File: src/rtl/uart_pkg.sv
`timescale 1ns/1ps
`default_nettype none
// ==== uart_pkg : shared FSM encodings, default bit period and uio pin map; UART_PARITY_EN adds PARITY states ====
// ==== Revision 1.0 ====
package uart_pkg;

  localparam int DEFAULT_CLKS_PER_BIT = 868;
  localparam int CNT_W                = 12;

  localparam int BTN_BIT      = 0;
  localparam int SW_BIT       = 1;
  localparam int RXD_BIT      = 2;
  localparam int TXD_BIT      = 3;
  localparam int RX_VALID_BIT = 4;
  localparam int TX_BUSY_BIT  = 5;
  localparam int RX_FERR_BIT  = 6;

  localparam logic [7:0] UIO_OE_MASK = 8'b0111_1000;

  typedef enum logic [2:0] {
    TX_IDLE,
    TX_START,
    TX_DATA,
`ifdef UART_PARITY_EN
    TX_PARITY,
`endif
    TX_STOP
  } tx_state_t;

  typedef enum logic [2:0] {
    RX_IDLE,
    RX_START,
    RX_DATA,
`ifdef UART_PARITY_EN
    RX_PARITY,
`endif
    RX_STOP
  } rx_state_t;

  function automatic logic even_parity(input logic [7:0] d);
    return ^d;
  endfunction

endpackage
`default_nettype wire

File: src/rtl/uart_rx.sv
`timescale 1ns/1ps
`default_nettype none
// ==== uart_rx : 8N1 receiver with mid-bit sampling, glitch reject and sticky framing error (UART_PARITY_EN: even parity) ====
// ==== Revision 1.0 ====
module uart_rx
  import uart_pkg::*;
#(
  parameter int CLKS_PER_BIT = DEFAULT_CLKS_PER_BIT
) (
  input  logic       clk,
  input  logic       rst_n,
  input  logic       rxd,
  output logic [7:0] data,
  output logic       valid,
  output logic       frame_err
);

  localparam logic [CNT_W-1:0] BIT_LAST  = CNT_W'(CLKS_PER_BIT - 1);
  localparam logic [CNT_W-1:0] HALF_LAST = CNT_W'(CLKS_PER_BIT / 2 - 1);

  rx_state_t        state, state_d;
  logic [CNT_W-1:0] cnt, cnt_d;
  logic [2:0]       bit_idx, bit_idx_d;
  logic [7:0]       shreg, shreg_d, data_d;
  logic             valid_d, frame_err_d;
  logic             rxd_prev;
  logic             stop_ok;
`ifdef UART_PARITY_EN
  logic             par_ok, par_ok_d;
`endif

  always_ff @(posedge clk or negedge rst_n) begin
    if (!rst_n) begin
      state     <= RX_IDLE;
      cnt       <= '0;
      bit_idx   <= '0;
      shreg     <= '0;
      data      <= '0;
      valid     <= 1'b0;
      frame_err <= 1'b0;
      rxd_prev  <= 1'b1;
`ifdef UART_PARITY_EN
      par_ok    <= 1'b0;
`endif
    end else begin
      state     <= state_d;
      cnt       <= cnt_d;
      bit_idx   <= bit_idx_d;
      shreg     <= shreg_d;
      data      <= data_d;
      valid     <= valid_d;
      frame_err <= frame_err_d;
      rxd_prev  <= rxd;
`ifdef UART_PARITY_EN
      par_ok    <= par_ok_d;
`endif
    end
  end

`ifdef UART_PARITY_EN
  assign stop_ok = rxd & par_ok;
`else
  assign stop_ok = rxd;
`endif

  always_comb begin
    state_d     = state;
    cnt_d       = cnt;
    bit_idx_d   = bit_idx;
    shreg_d     = shreg;
    data_d      = data;
    valid_d     = 1'b0;
    frame_err_d = frame_err;
`ifdef UART_PARITY_EN
    par_ok_d    = par_ok;
`endif
    case (state)
      // A line held low after a bad stop bit produces no falling edge, so re-arm waits for high.
      RX_IDLE: begin
        cnt_d = '0;
        if (rxd_prev && !rxd) state_d = RX_START;
      end
      RX_START: begin
        if (cnt == HALF_LAST) begin
          cnt_d     = '0;
          bit_idx_d = '0;
          state_d   = rxd ? RX_IDLE : RX_DATA;
        end else begin
          cnt_d = cnt + CNT_W'(1);
        end
      end
      RX_DATA: begin
        if (cnt == BIT_LAST) begin
          cnt_d     = '0;
          shreg_d   = {rxd, shreg[7:1]};
          bit_idx_d = bit_idx + 3'd1;
          if (bit_idx == 3'd7) begin
`ifdef UART_PARITY_EN
            state_d = RX_PARITY;
`else
            state_d = RX_STOP;
`endif
          end
        end else begin
          cnt_d = cnt + CNT_W'(1);
        end
      end
`ifdef UART_PARITY_EN
      RX_PARITY: begin
        if (cnt == BIT_LAST) begin
          cnt_d    = '0;
          par_ok_d = (rxd == even_parity(shreg));
          state_d  = RX_STOP;
        end else begin
          cnt_d = cnt + CNT_W'(1);
        end
      end
`endif
      RX_STOP: begin
        if (cnt == BIT_LAST) begin
          cnt_d   = '0;
          state_d = RX_IDLE;
          if (stop_ok) begin
            data_d      = shreg;
            valid_d     = 1'b1;
            frame_err_d = 1'b0;
          end else begin
            frame_err_d = 1'b1;
          end
        end else begin
          cnt_d = cnt + CNT_W'(1);
        end
      end
      default: state_d = RX_IDLE;
    endcase
  end

endmodule
`default_nettype wire

File: src/rtl/tt_um_uart_transciver.sv
`timescale 1ns/1ps
`default_nettype none
// ==== tt_um_uart_transciver : UART TX FSM, input synchronizers, uio pin map and uart_rx (UART_PARITY_EN: even parity) ====
// ==== Revision 1.0 ====
module tt_um_uart_transciver
  import uart_pkg::*;
#(
  parameter int CLKS_PER_BIT = DEFAULT_CLKS_PER_BIT
) (
  input  logic       clk,
  input  logic       rst_n,
  input  logic       ena,
  input  logic [7:0] ui_in,
  output logic [7:0] uo_out,
  input  logic [7:0] uio_in,
  output logic [7:0] uio_out,
  output logic [7:0] uio_oe
);

  localparam logic [CNT_W-1:0] BIT_LAST = CNT_W'(CLKS_PER_BIT - 1);

  logic [1:0]       btn_sync, sw_sync, rxd_sync;
  logic             btn_prev;
  logic             btn_rise, sw_on, rxd;

  tx_state_t        tx_state, tx_state_d;
  logic [CNT_W-1:0] tx_cnt, tx_cnt_d;
  logic [2:0]       tx_bit, tx_bit_d;
  logic [7:0]       tx_data, tx_data_d;
  logic             tx_bit_done;
  logic             txd, tx_busy;

  logic [7:0]       rx_data;
  logic             rx_valid, rx_frame_err;
  logic             unused_inputs;

  assign unused_inputs = &{1'b0, ena, uio_in[7:3]};

  always_ff @(posedge clk or negedge rst_n) begin
    if (!rst_n) begin
      btn_sync <= 2'b00;
      sw_sync  <= 2'b00;
      rxd_sync <= 2'b11;
      btn_prev <= 1'b0;
    end else begin
      btn_sync <= {btn_sync[0], uio_in[BTN_BIT]};
      sw_sync  <= {sw_sync[0],  uio_in[SW_BIT]};
      rxd_sync <= {rxd_sync[0], uio_in[RXD_BIT]};
      btn_prev <= btn_sync[1];
    end
  end

  assign btn_rise = btn_sync[1] & ~btn_prev;
  assign sw_on    = sw_sync[1];
  assign rxd      = rxd_sync[1];

  always_ff @(posedge clk or negedge rst_n) begin
    if (!rst_n) begin
      tx_state <= TX_IDLE;
      tx_cnt   <= '0;
      tx_bit   <= '0;
      tx_data  <= '0;
    end else begin
      tx_state <= tx_state_d;
      tx_cnt   <= tx_cnt_d;
      tx_bit   <= tx_bit_d;
      tx_data  <= tx_data_d;
    end
  end

  always_comb begin
    tx_state_d  = tx_state;
    tx_cnt_d    = tx_cnt;
    tx_bit_d    = tx_bit;
    tx_data_d   = tx_data;
    tx_bit_done = (tx_cnt == BIT_LAST);
    if (tx_state != TX_IDLE) tx_cnt_d = tx_bit_done ? '0 : tx_cnt + CNT_W'(1);
    case (tx_state)
      TX_IDLE: begin
        if (btn_rise || sw_on) begin
          tx_state_d = TX_START;
          tx_data_d  = ui_in;
          tx_cnt_d   = '0;
        end
      end
      TX_START: begin
        if (tx_bit_done) begin
          tx_state_d = TX_DATA;
          tx_bit_d   = '0;
        end
      end
      TX_DATA: begin
        if (tx_bit_done) begin
          tx_bit_d = tx_bit + 3'd1;
          if (tx_bit == 3'd7) begin
`ifdef UART_PARITY_EN
            tx_state_d = TX_PARITY;
`else
            tx_state_d = TX_STOP;
`endif
          end
        end
      end
`ifdef UART_PARITY_EN
      TX_PARITY: begin
        if (tx_bit_done) tx_state_d = TX_STOP;
      end
`endif
      // Continuous mode chains straight into the next start bit so no idle time appears between frames.
      TX_STOP: begin
        if (tx_bit_done) begin
          if (sw_on) begin
            tx_state_d = TX_START;
            tx_data_d  = ui_in;
          end else begin
            tx_state_d = TX_IDLE;
          end
        end
      end
      default: tx_state_d = TX_IDLE;
    endcase
  end

  // Decoded straight from the state register so an asynchronous reset drives the line high at once.
  always_comb begin
    txd = 1'b1;
    case (tx_state)
      TX_START:  txd = 1'b0;
      TX_DATA:   txd = tx_data[tx_bit];
`ifdef UART_PARITY_EN
      TX_PARITY: txd = even_parity(tx_data);
`endif
      default:   txd = 1'b1;
    endcase
  end

  assign tx_busy = (tx_state != TX_IDLE);

  uart_rx #(
    .CLKS_PER_BIT(CLKS_PER_BIT)
  ) u_rx (
    .clk      (clk),
    .rst_n    (rst_n),
    .rxd      (rxd),
    .data     (rx_data),
    .valid    (rx_valid),
    .frame_err(rx_frame_err)
  );

  always_comb begin
    uio_out               = '0;
    uio_out[TXD_BIT]      = txd;
    uio_out[RX_VALID_BIT] = rx_valid;
    uio_out[TX_BUSY_BIT]  = tx_busy;
    uio_out[RX_FERR_BIT]  = rx_frame_err;
  end

  assign uio_oe = UIO_OE_MASK;
  assign uo_out = rx_data;

endmodule
`default_nettype wire

File: config.mk
export PLATFORM = sky130hd
export DESIGN_NAME = tt_um_uart_transciver
export DESIGN_NICKNAME = d
export VERILOG_FILES = /design/src/rtl/uart_pkg.sv /design/src/rtl/uart_rx.sv /design/src/rtl/tt_um_uart_transciver.sv
export SDC_FILE = /design/constraint.sdc
export NUM_CORES = 1
export LEC_CHECK = 0
export ABC_AREA = 1
export CORE_MARGIN = 4
export CORE_UTILIZATION = 45
export DETAILED_ROUTE_END_ITERATION = 10
export PLACE_DENSITY = 0.67
export SLEW_MARGIN = 20
export SYNTH_ARGS = -nofsm -noshare
export SYNTH_HDL_FRONTEND = slang
export SYNTH_SLANG_ARGS = --single-unit
File: constraint.sdc
create_clock -name clk -period 1.73 [get_ports clk]
set_input_delay 0.519 -clock clk [delete_from_list [all_inputs] [get_ports clk]]
set_output_delay 0.519 -clock clk [all_outputs]
set_load 0.005 [all_outputs]
Word-level counts from Yosys, hierarchy flattened
Cells that the tools add are included.
Operators by class
  add/sub/neg operators: 4
  $mul: 0
  div/mod/pow operators: 0
  magnitude comparators: 1
  eq/ne operators: 22
  shift operators: 0
  mux-type cells: 38
  bitwise gates (word level): 2
  reduce and logical (&&, ||, !) cells: 19
Operators with widths (count)
  two-way mux 12 bit: 6
  two-way mux 3 bit: 14
  case mux 12 bit (3 select lines): 1
  adder 12 x 1 -> 12 bit (second input constant): 2
  == test 12 x 10 -> 1 bit (second input constant): 2
  two-way mux 8 bit: 3
  case mux 3 bit (4 select lines): 2
  case mux 8 bit (2 select lines): 1
  == test 12 x 9 -> 1 bit (second input constant): 1
  == test 3 x 2 -> 1 bit (second input constant): 4
  != test 2 bit (second input constant): 6
  case mux 3 bit (2 select lines): 2
  != test 2 x 1 -> 1 bit (second input constant): 5
  AND reduction 5 bit: 2
  AND reduction 3 bit: 3
  adder 3 x 1 -> 3 bit (second input constant): 2
  == test 3 x 1 -> 1 bit (second input constant): 2
  == test 3 bit (second input constant): 2
  logical NOT 3 bit: 2
  two-way mux 1 bit: 6
  nonzero test 2 bit: 3
  nonzero test 3 bit: 2
  < comparator 3 x 4 -> 1 bit (second input constant): 1
  AND reduction 2 bit: 2
  10 further kinds: 10
Word-level totals
  register bits: 70
  latch bits: 0
  memory bits (writable): 0
  memory bits (read-only): 0
  bits of input ports: 19
  memories: 0

Depth between registers and ports, before layout
  word-level depth: 5
  gate-level depth with buffers: 10

Hierarchy
From an unflattened synthesis, not the netlist that was laid out.
Unflattened totals
  cells, all modules: 411
  area, all modules: 3544.6 um^2
By module, submodules not included
  tt_um_uart_transciver: instances 1, cells each 212, area an instance 1790.5 um^2, sequential area each 803.3 um^2
  uart_rx: instances 1, cells each 199, area an instance 1754.2 um^2, sequential area each 902.1 um^2

Worst setup path after synthesis
Ideal clock, no wire load.
  kind: register to register
  start: reg tx_state[0]
  end: reg tx_data[0]
  setup time: 117 ps
  arrival time: 1473 ps
  data required time: 1613 ps
  setup slack: 140 ps
  cell stages (with the launch flop): 9
  path buffers: 0
  clock period less this slack: 1590 ps
  cell sequence: dfrtp_1 -> inv_1 -> ha_1 -> nand3_1 -> clkinv_1 -> a21oi_4 -> nand2_2 -> nand2_1 -> nand2_1
Between the ends
  word-level cells in the longest chain between the ends: 3
  elaborated cells on any way between the ends: 8
Ends and longest elaborated chain
  start, declared: line tt_um_uart_transciver.sv:26  | tx_state_t tx_state, tx_state_d;
  start signal, assigned: line tt_um_uart_transciver.sv:64  | tx_state <= tx_state_d;
  == test 3 x 2 -> 1 bit or logical NOT 3 bit (tied branches): line tt_um_uart_transciver.sv:78  | case (tx_state)
  != test 2 bit (no source line) or nonzero test 2 bit (tied branches)
  AND reduction 4 bit (no source line)
  end signal, assigned: line tt_um_uart_transciver.sv:67  | tx_data <= tx_data_d;
  end, declared: line tt_um_uart_transciver.sv:29  | logic [7:0] tx_data, tx_data_d;
Several ways; a longest one is shown, not always the timed one.
A chain may end at the register's enable or synchronous reset.

Final worst setup path
  start: reg tx_bit[0]
  end: out uio_out[3]
Between the ends
  word-level cells in the longest chain between the ends: 3
Ends and longest elaborated chain
  start, declared: line tt_um_uart_transciver.sv:28  | logic [2:0] tx_bit, tx_bit_d;
  start signal, assigned: line tt_um_uart_transciver.sv:66  | tx_bit <= tx_bit_d;
  binary-select mux 1 bit (select 3 bit): line tt_um_uart_transciver.sv:129  | TX_DATA: txd = tx_data[tx_bit];
  two-way mux 1 bit (not written as such): line tt_um_uart_transciver.sv:129
  case mux 1 bit (2 select lines): line tt_um_uart_transciver.sv:127  | case (tx_state)
  end, declared: line tt_um_uart_transciver.sv:16  | output logic [7:0] uio_out,
Every way passes these cells. The select of a mux whose other input is x is not followed.

==> results.cfg <==
[run_status]
outcome = complete, but fails checks
violations = negative setup slack

[clock_tree]
clockRootBuffer = clkbuf_8
clkTransAtPathRegs_ns = 0.08
clock_latency_ns = 0.33
clock_sinks = 68
cts-htree-levels = 3
cts_max_path_buffers = 2
cts_buffers = 9
cts_tree = yes
postCtsHoldBufs = 0

[worst_setup_path]
crit_required_ns = 1.21
critPathArrivalTime_ns = 1.42
cp-start-kind = register
worstSetupPathType = register to output pin
crit_fanout = 6
critical_path.endpoint_type = output pin

[sta]
hold_violations = 0
finalCritPeriodShare_pct = 112
fin_tns_setup_ns = -0.205
fin_skew_ns = 0.00946
clock.fmax_ghz = 0.517
whs_ns = 0.184
setup_viol = 1
setup_slack_ns = -0.205
finalMaxSlewViolations = 0
grt_setup_unrepaired = true
period_needed_ns = 1.93

[routing]
route.detailed.drc = 0
dr.pass1.iters = 4
dr.first_iter.drc_count = 140
avgRoutedWirePerCell_microns = 11.4
ant_nets = 0
vias_per_cell = 4.64
vias = 2605
finalWirelength_microns = 6400

[logic_synthesis]
yosysSeqAreaShare_pct = 49.0
ys_ff_latch = 68
synthesis.instances = 411
syn_avg_cell_area_sq_um = 8.47
synth_cell_types = 30
synth-simple-area-share_pct = 23.3
netlist_area_sq_um = 3480
synth_top_area_share_pct = 46.7
synthMuxAreaShare_pct = 0
async_flop_share_pct = 100
synth_xor_area_share_pct = 3.02
yosysWarnings = 0
synth_fa_ha_area_share_pct = 5.39
synth_compound_area_share_pct = 9.24
synth_area_leaders = dfrtp_1, nand2_1, ha_1
synth_edf_count = 0
yosys.area.top_type = dfrtp_1
synthFlopType = dfrtp_1
synth_top_family_by_area = simple AND/OR/NAND/NOR gates

[placement]
dp_hpwl_microns = 4600
gp_congestion = 0.891
place_inst = 543
portBuffers = 24
detailedPlace.worstSlack_ns = -0.231

[final_layout]
synthToLayoutAreaGrowth_pct = 19.1
instances_no_fill = 562
nets = 492
mostFrequentLayoutCell = nand2_1
fillerInstances = 681
final_cell_mix = nand2_1, dfrtp_1, inv_1
diodes = 0
drive_gt1_share_pct = 16.2

[power]
power_density_nw_per_um2 = 1230
p_leak_nw = 2.09
vdd_drop_max_v = 0.000772

[die]
io_pins = 43
die_w_microns = 96.0
die_h_microns = 96.0
num_rows = 31
start_util_pct = 47.2
dieArea_sq_um = 9210
core_sq_um = 7370

[grt]
grt_pass1_wl_microns = 10800
grt_max_degree = 69
grt_usage_pct = 14.9
grt_overflow = 0
first_global_vias = 2434
antenna_found_initial = 0

[flow_run]
drv_cap = 0

[min_path]
hp-class = input pin to asynchronous set/reset pin
[stage by stage]
| step | instance area [sq um] | util [%] | power, W |
|---|---|---|---|
| after floorplan | 3520 | - | 0.00314 |
| after global placement | 3880 | 52.6 | 0.00367 |
| after detailed placement | 3880 | 52.6 | 0.00371 |
| after CTS | 4080 | 55.4 | 0.00505 |
| after global routing | 4150 | 56.3 | 0.00549 |
| final | 4150 | 56.3 | 0.00509 |
[cell usage after synthesis (3+ instances only)]
| library cell | count |
|---|---|
| o21ai_0 | 32 |
| dfrtp_1 | 65 |
| nor2_2 | 4 |
| o22ai_1 | 3 |
| o21ai_2 | 9 |
| buf_4 | 17 |
| nor3_1 | 6 |
| ha_1 | 15 |
| nand2_1 | 103 |
| inv_2 | 4 |
| xor2_1 | 10 |
| inv_1 | 44 |
| a21oi_1 | 4 |
| dfstp_2 | 3 |
| nor2_1 | 39 |
| nand3_1 | 33 |
[metal layers]
metal  vias to the layer above  part of all wire (%)  GRT usage (%)
li1                       1366                     -              -
met1                      1194                    47           19.9
met2                        39                    48           24.0
met3                         6                   4.2           4.30
met4                         0                  0.80           3.44
met5                         -                     0              0
[path summary, 6_finish.rpt]
kind                              from           to  slack (ns)  cells past startpoint
min                              rst_n    tx_cnt[6]        0.18                      2
max in group asynchronous        rst_n  rxd_sync[1]        1.21                      2
max                          tx_bit[0]   uio_out[3]       -0.20                      7
min in group clk            sw_sync[0]   sw_sync[1]        0.35                      0
min reg2reg                 sw_sync[0]   sw_sync[1]        0.35                      0
max reg2reg                u_rx.cnt[1]  u_rx.cnt[4]        0.13                      9
[worst max-delay path: stages (launching register included)]
cell,delay (ns)
dfrtp_2,0.46
nor2_1,0.11
nor2_1,0.05
o21ai_1,0.07
nand2_1,0.07
o211ai_1,0.16
nand2_1,0.06
buf_2,0.12
[where the power goes]
part / switching (W) / leakage [nW] / internal, W / total, W
combinational: 0.00106 / 1.10 / 0.000775 / 0.00184
sequential: 0.000151 / 0.901 / 0.00182 / 0.00197
clock: 0.000614 / 0.0918 / 0.000669 / 0.00128
total: 0.00183 / 2.09 / 0.00326 / 0.00509
[what timing repair did]
action,CTS,global route
buffers inserted,1,2
gates cloned,0,0
pin swaps,4,6
resized for setup,19,16
endpoints found under the setup margin,14,25
[cell families (layout without fill, tap and decap cells)]
logic type | after synthesis | count (layout)
other cells | 2 | 12
simple gates | 191 | 191
xor+xnor | 12 | 12
compound gates | 53 | 53
buf+inv | 70 | 112
fa+ha+maj | 15 | 15
flops | 68 | 68
[flip-flops by register name, indices dropped and copies added, names as in the netlist, 2 cells and up]
signal,flops
sw_sync,2
u_rx.cnt,12
tx_state,2
btn_sync,2
tx_cnt,12
u_rx.bit_idx,3
tx_bit,3
rxd_sync,2
u_rx.data,8
u_rx.state,2
u_rx.shreg,8
tx_data,8
[layout make-up]
cell class | instances | area [sq um] | area share (%)
clock buffers | 9 | 124 | 2.99
repair buffers | 46 | 427 | 10.3
clock inverters | 7 | 75.1 | 1.81
inverters | 50 | 190 | 4.59
well taps | 99 | 124 | 2.99
multi-input cells | 283 | 1500 | 36.2
flip-flops and latches | 68 | 1710 | 41.2
Note: power is estimated with default switching activity, not from simulation.
==> RTL change 1, RTL diff (config.mk and constraints unchanged) <==
Set the package constant `CNT_W` to 24 (it was 12).
--- a/src/rtl/uart_pkg.sv
+++ b/src/rtl/uart_pkg.sv
@@ -6,5 +6,5 @@
 
   localparam int DEFAULT_CLKS_PER_BIT = 868;
-  localparam int CNT_W                = 12;
+  localparam int CNT_W                = 24;
 
   localparam int BTN_BIT      = 0;
Check against the original RTL: same outputs for any inputs over 10 cycles, from zero or initial values and one cycle with rst_n low; that may be too few to reach the edited logic, so the function may still have changed.
==> RTL change 1 against the unedited design <==
- final cell count rose by 89%
- sequential cell count increased by 24
- the run still ends with negative setup slack left
- global-route usage up 4.3 points
- synthesized cell count is 94% higher
- register-to-register slack got worse by 0.05 ns
- wire length increased by 120%
- power up 48%
- utilization increased by 0.30 points
- area after synthesis grew 66%
- non-clock buffer count up 52
- cell area increased by 72%
- setup slack lost 0.046 ns
==> RTL change 1: results <==
export IMPL_synth_commonest_cells="nand2_1, inv_1, nor2_1, dfrtp_1, nand3_1"
export IMPL_use_met1=0.263
export IMPL_port_buffer_count=24
export IMPL_track_usage=0.192
export IMPL_grt_pass1_vias=4886
export IMPL_violations="negative setup slack"
export IMPL_p_int_mw=4.76
export IMPL_fin_ws_ns=-0.251
export IMPL_antennaDiodeCount=0
export IMPL_grt_pass1_wl_um=23000
export IMPL_gp_congestion=0.883
export IMPL_via_per_inst=4.96
export IMPL_synthAdderAreaFrac=0.0345
export IMPL_r2r_start="u_rx.cnt[16]$_DFFE_PN0P_"
export IMPL_layout_nets=919
export IMPL_p_leak_nw=3.58
export IMPL_placed_area_mm2=0.00653
export IMPL_r2r_cells=10
export IMPL_dp_hpwl_um=10000
export IMPL_clock_skew_ns=0.00622
export IMPL_place_ws_ns=-0.277
export IMPL_ys_seq_area_frac=0.398
export IMPL_top_regs="tx_cnt (24), u_rx.cnt (24)"
export IMPL_wl_um=13900
export IMPL_outcome="complete, but fails checks"
export IMPL_vdd_ir_drop_max_v=0.000999
export IMPL_synth_compound_area_frac=0.0918
export IMPL_clk_latency_ns=0.35
export IMPL_drive_above_1_share=0.199
export IMPL_critPathMaxFanout=6
export IMPL_cp_top_family="compound AO/OA/AOI/OAI gates"
export IMPL_slowest_stage="dfrtp_2"
export IMPL_cts_root_buf="clkbuf_16"
export IMPL_cp_arrival_ns=1.46
export IMPL_firstDrtPassIters=5
export IMPL_setup_viol=1
export IMPL_setup_tns_ns=-0.251
export IMPL_ys_types=37
export IMPL_use_met2=0.310
export IMPL_worstReg2RegEnd="u_rx.cnt[5]$_DFFE_PN0P_"
export IMPL_dr_first_iter_drc_count=399
export IMPL_yosys_top_cells_area="dfrtp_1, nand2_1, nand3_1"
export IMPL_synth_edf_count=0
export IMPL_yosys_warnings=0
export IMPL_antenna_found_initial=0
export IMPL_hold_ws_ns=0.0665
export IMPL_r2r_slack_ns=0.08
export IMPL_synthFlopType="dfrtp_1"
export IMPL_grt_max_degree=29
export IMPL_grt_use_met3=0.0326
export IMPL_numCtsBuffers=9
export IMPL_synth_xor_xnor_area_share=0.0242
export IMPL_muxShareOfSynthArea=0
export IMPL_htree_levels=3
RTL change 1: power by group through the flow:
stage / clock [mW] / sequential [mW] / combinational [mW]
4_1_cts: 2.24 / 2.56 / 2.59
6_report: 2.19 / 2.59 / 2.74
3_3_place_gp: 0 / 2.60 / 2.47
5_1_grt: 2.33 / 2.62 / 3.06
3_5_place_dp: 0 / 2.60 / 2.48
2_1_floorplan: 0 / 2.57 / 1.60
RTL change 1: cell families (layout without fill, tap and decap cells):
logic type                 count (synthesis)  after routing
and+or+nand+nor                          451            452
other                                      2             12
AOI/OAI and AO/OA                         84             84
adders and majority gates                 16             16
DFF                                       92             92
buffers and inverters                    137            217
xor gates and xnor gates                  16             16
RTL change 1: metal layers:
| layer | part of all wire | vias to the layer above |
|---|---|---|
| li1 | - | 2703 |
| met5 | 0 | - |
| met3 | 0.037 | 17 |
| met1 | 0.47 | 2430 |
| met4 | 0.013 | 0 |
| met2 | 0.48 | 114 |
RTL change 1: area by class of cell:
type                       instances  area, um2
inverter                         103        393
clock buffer                       9        225
fill                            1188       5480
tap                              172        215
timing repair buffer              98        845
sequential                        92       2310
multi-input combinational        580       3040
clock inverter                     7        108
RTL change 1: timing repair:
action	CTS	global route
setup endpoints to repair	10	65
setup buffers	6	11
gates resized for setup	25	39
pin swaps	4	6
hold buffers	0	0
cloned	0	1
RTL change 1: stage by stage:
step	util	cells
2_1_floorplan	-	808
3_3_place_gp	0.517	1027
3_5_place_dp	0.517	1027
4_1_cts	0.547	1049
5_1_grt	0.566	1061
6_report	0.566	1061
==> RTL change 2, RTL diff (same flow settings) <==
Made on the original files. Re-encode `rx_state_t` (4 states) as one-hot, 4 bits wide.
--- a/src/rtl/uart_pkg.sv
+++ b/src/rtl/uart_pkg.sv
@@ -28,12 +28,12 @@
   } tx_state_t;
 
-  typedef enum logic [2:0] {
-    RX_IDLE,
-    RX_START,
-    RX_DATA,
+  typedef enum logic [3:0] {
+    RX_IDLE  = 4'b0001,
+    RX_START = 4'b0010,
+    RX_DATA  = 4'b0100,
 `ifdef UART_PARITY_EN
     RX_PARITY,
 `endif
-    RX_STOP
+    RX_STOP  = 4'b1000
   } rx_state_t;
 
Formal check against the unedited RTL: same outputs for any inputs over 10 cycles, from zero or initial values and one cycle with rst_n low; not proved beyond that.
==> RTL change 2 against the unedited design <==
- the run still ends with negative setup slack left
- setup slack better by 0.034 ns
- critical path type unchanged
- power is 16% higher
- die area is 7.2% higher
- sequential cell count is 2 higher
- highest routed layer unchanged
- first-iteration DRC count is 5.7% lower
- cell area is 8.3% higher
- wire length is 20% higher
- area after synthesis is 7.9% higher
- largest power group is now combinational cells
==> RTL change 2: results <==
export IMPL_use_met1=0.201
export IMPL_p_int_mw=3.78
export IMPL_ys_types=33
export IMPL_grt_max_degree=71
export IMPL_r2r_cells=10
export IMPL_firstDrtPassIters=5
export IMPL_synth_commonest_cells="nand2_1, dfrtp_1, inv_1, nand3_1, nor2_1"
export IMPL_grt_pass1_vias=2993
export IMPL_use_met2=0.270
export IMPL_layout_nets=540
export IMPL_violations="negative setup slack"
export IMPL_setup_tns_ns=-0.171
export IMPL_crit_path_start="tx_state[0]$_DFFE_PN0P_"
export IMPL_fin_ws_ns=-0.171
export IMPL_dr_first_iter_drc_count=132
export IMPL_setup_viol=1
export IMPL_clock_skew_ns=0.0141
export IMPL_drive_above_1_share=0.157
export IMPL_ys_seq_area_frac=0.468
export IMPL_hold_ws_ns=0.184
export IMPL_vdd_ir_drop_max_v=0.000548
export IMPL_async_flop_share=1.00
export IMPL_cp_arrival_ns=1.38
export IMPL_gp_congestion=0.863
export IMPL_clk_latency_ns=0.35
export IMPL_critPathMaxFanout=3
export IMPL_yosys_top_cells_area="dfrtp_1, nand2_1, inv_1"
export IMPL_track_usage=0.162
export IMPL_dp_hpwl_um=5440
export IMPL_outcome="complete, but fails checks"
export IMPL_grt_pass1_wl_um=13100
-- RTL change 2: cell count changes after synthesis, sizes merged, moves of 3 or more --
cell,delta
ha,-4
nand2,+17
a21oi,-3
nand3,+11
inv,+11
nand4,+22
nor2,-4
-- RTL change 2: cell type report --
class	instances	area share
repair buffers	49	0.0928
inverters	59	0.0493
clock inverters	7	0.0284
multi-input cells	321	0.381
clock buffers	9	0.0276
well taps	105	0.0293
flip-flops and latches	70	0.392
-- RTL change 2: cells by family after synthesis --
kind of cell,Yosys count,synth area share
and+or+nand+nor,238,0.296
AOI/OAI and AO/OA,52,0.0780
xor gates and xnor gates,8,0.0187
other,2,0.00200
buffers and inverters,80,0.101
adders and majority gates,11,0.0367
DFF,70,0.468
-- RTL change 2: through the flow --
stage | power [mW] | util | cells | setup slack (ns) | cell area [um2]
2_1_floorplan | 3.48 | - | 471 | 0.210 | 3790
3_3_place_gp | 4.06 | 0.508 | 598 | -0.182 | 4160
3_5_place_dp | 4.10 | 0.508 | 598 | -0.195 | 4160
4_1_cts | 5.94 | 0.545 | 619 | -0.182 | 4460
5_1_grt | 6.37 | 0.549 | 620 | -0.242 | 4490
6_report | 5.93 | 0.549 | 620 | -0.171 | 4490
-- RTL change 2: critical path, cell delays in order (launching register included) --
cell and delay [ns]:
dfrtp_1 0.39, buf_4 0.15, ha_1 0.22, inv_1 0.09, nand2_1 0.05, nand2_1 0.05
buf_2 0.10
-- RTL change 2: timing repair --
action                                  4_1_cts  5_1_grt
gates cloned                                  0        0
hold buffers                                  0        0
pin swaps                                     6        3
endpoints found under the setup margin       13       22
gates resized for setup                      28       12
buffers inserted                              5        2
-- RTL change 2: routing by layer --
| layer | up-vias | share of wire |
|---|---|---|
| met4 | 0 | 0.013 |
| met3 | 13 | 0.048 |
| met2 | 64 | 0.50 |
| met1 | 1459 | 0.44 |
| met5 | - | 0 |
| li1 | 1569 | - |
-- RTL change 2: path summary, 6_finish.rpt --
check / to
min in group clk: rxd_sync[1]$_DFF_PN1_
hold reg to reg: rxd_sync[1]$_DFF_PN1_
hold / removal: u_rx.valid$_DFF_PN0_
setup / recovery: uio_out[3]
setup reg to reg: tx_data[2]$_DFFE_PN0P_
max in group asynchronous: u_rx.state[0]$_DFFE_PN1P_
-- RTL change 2: power groups by stage --
stage	clock network (mW)	logic (mW)	registers [mW]
after floorplan	0	1.41	2.07
after global placement	0	1.95	2.10
after detailed placement	0	1.99	2.11
after CTS	1.73	2.13	2.07
after global routing	1.80	2.45	2.11
final	1.67	2.18	2.08
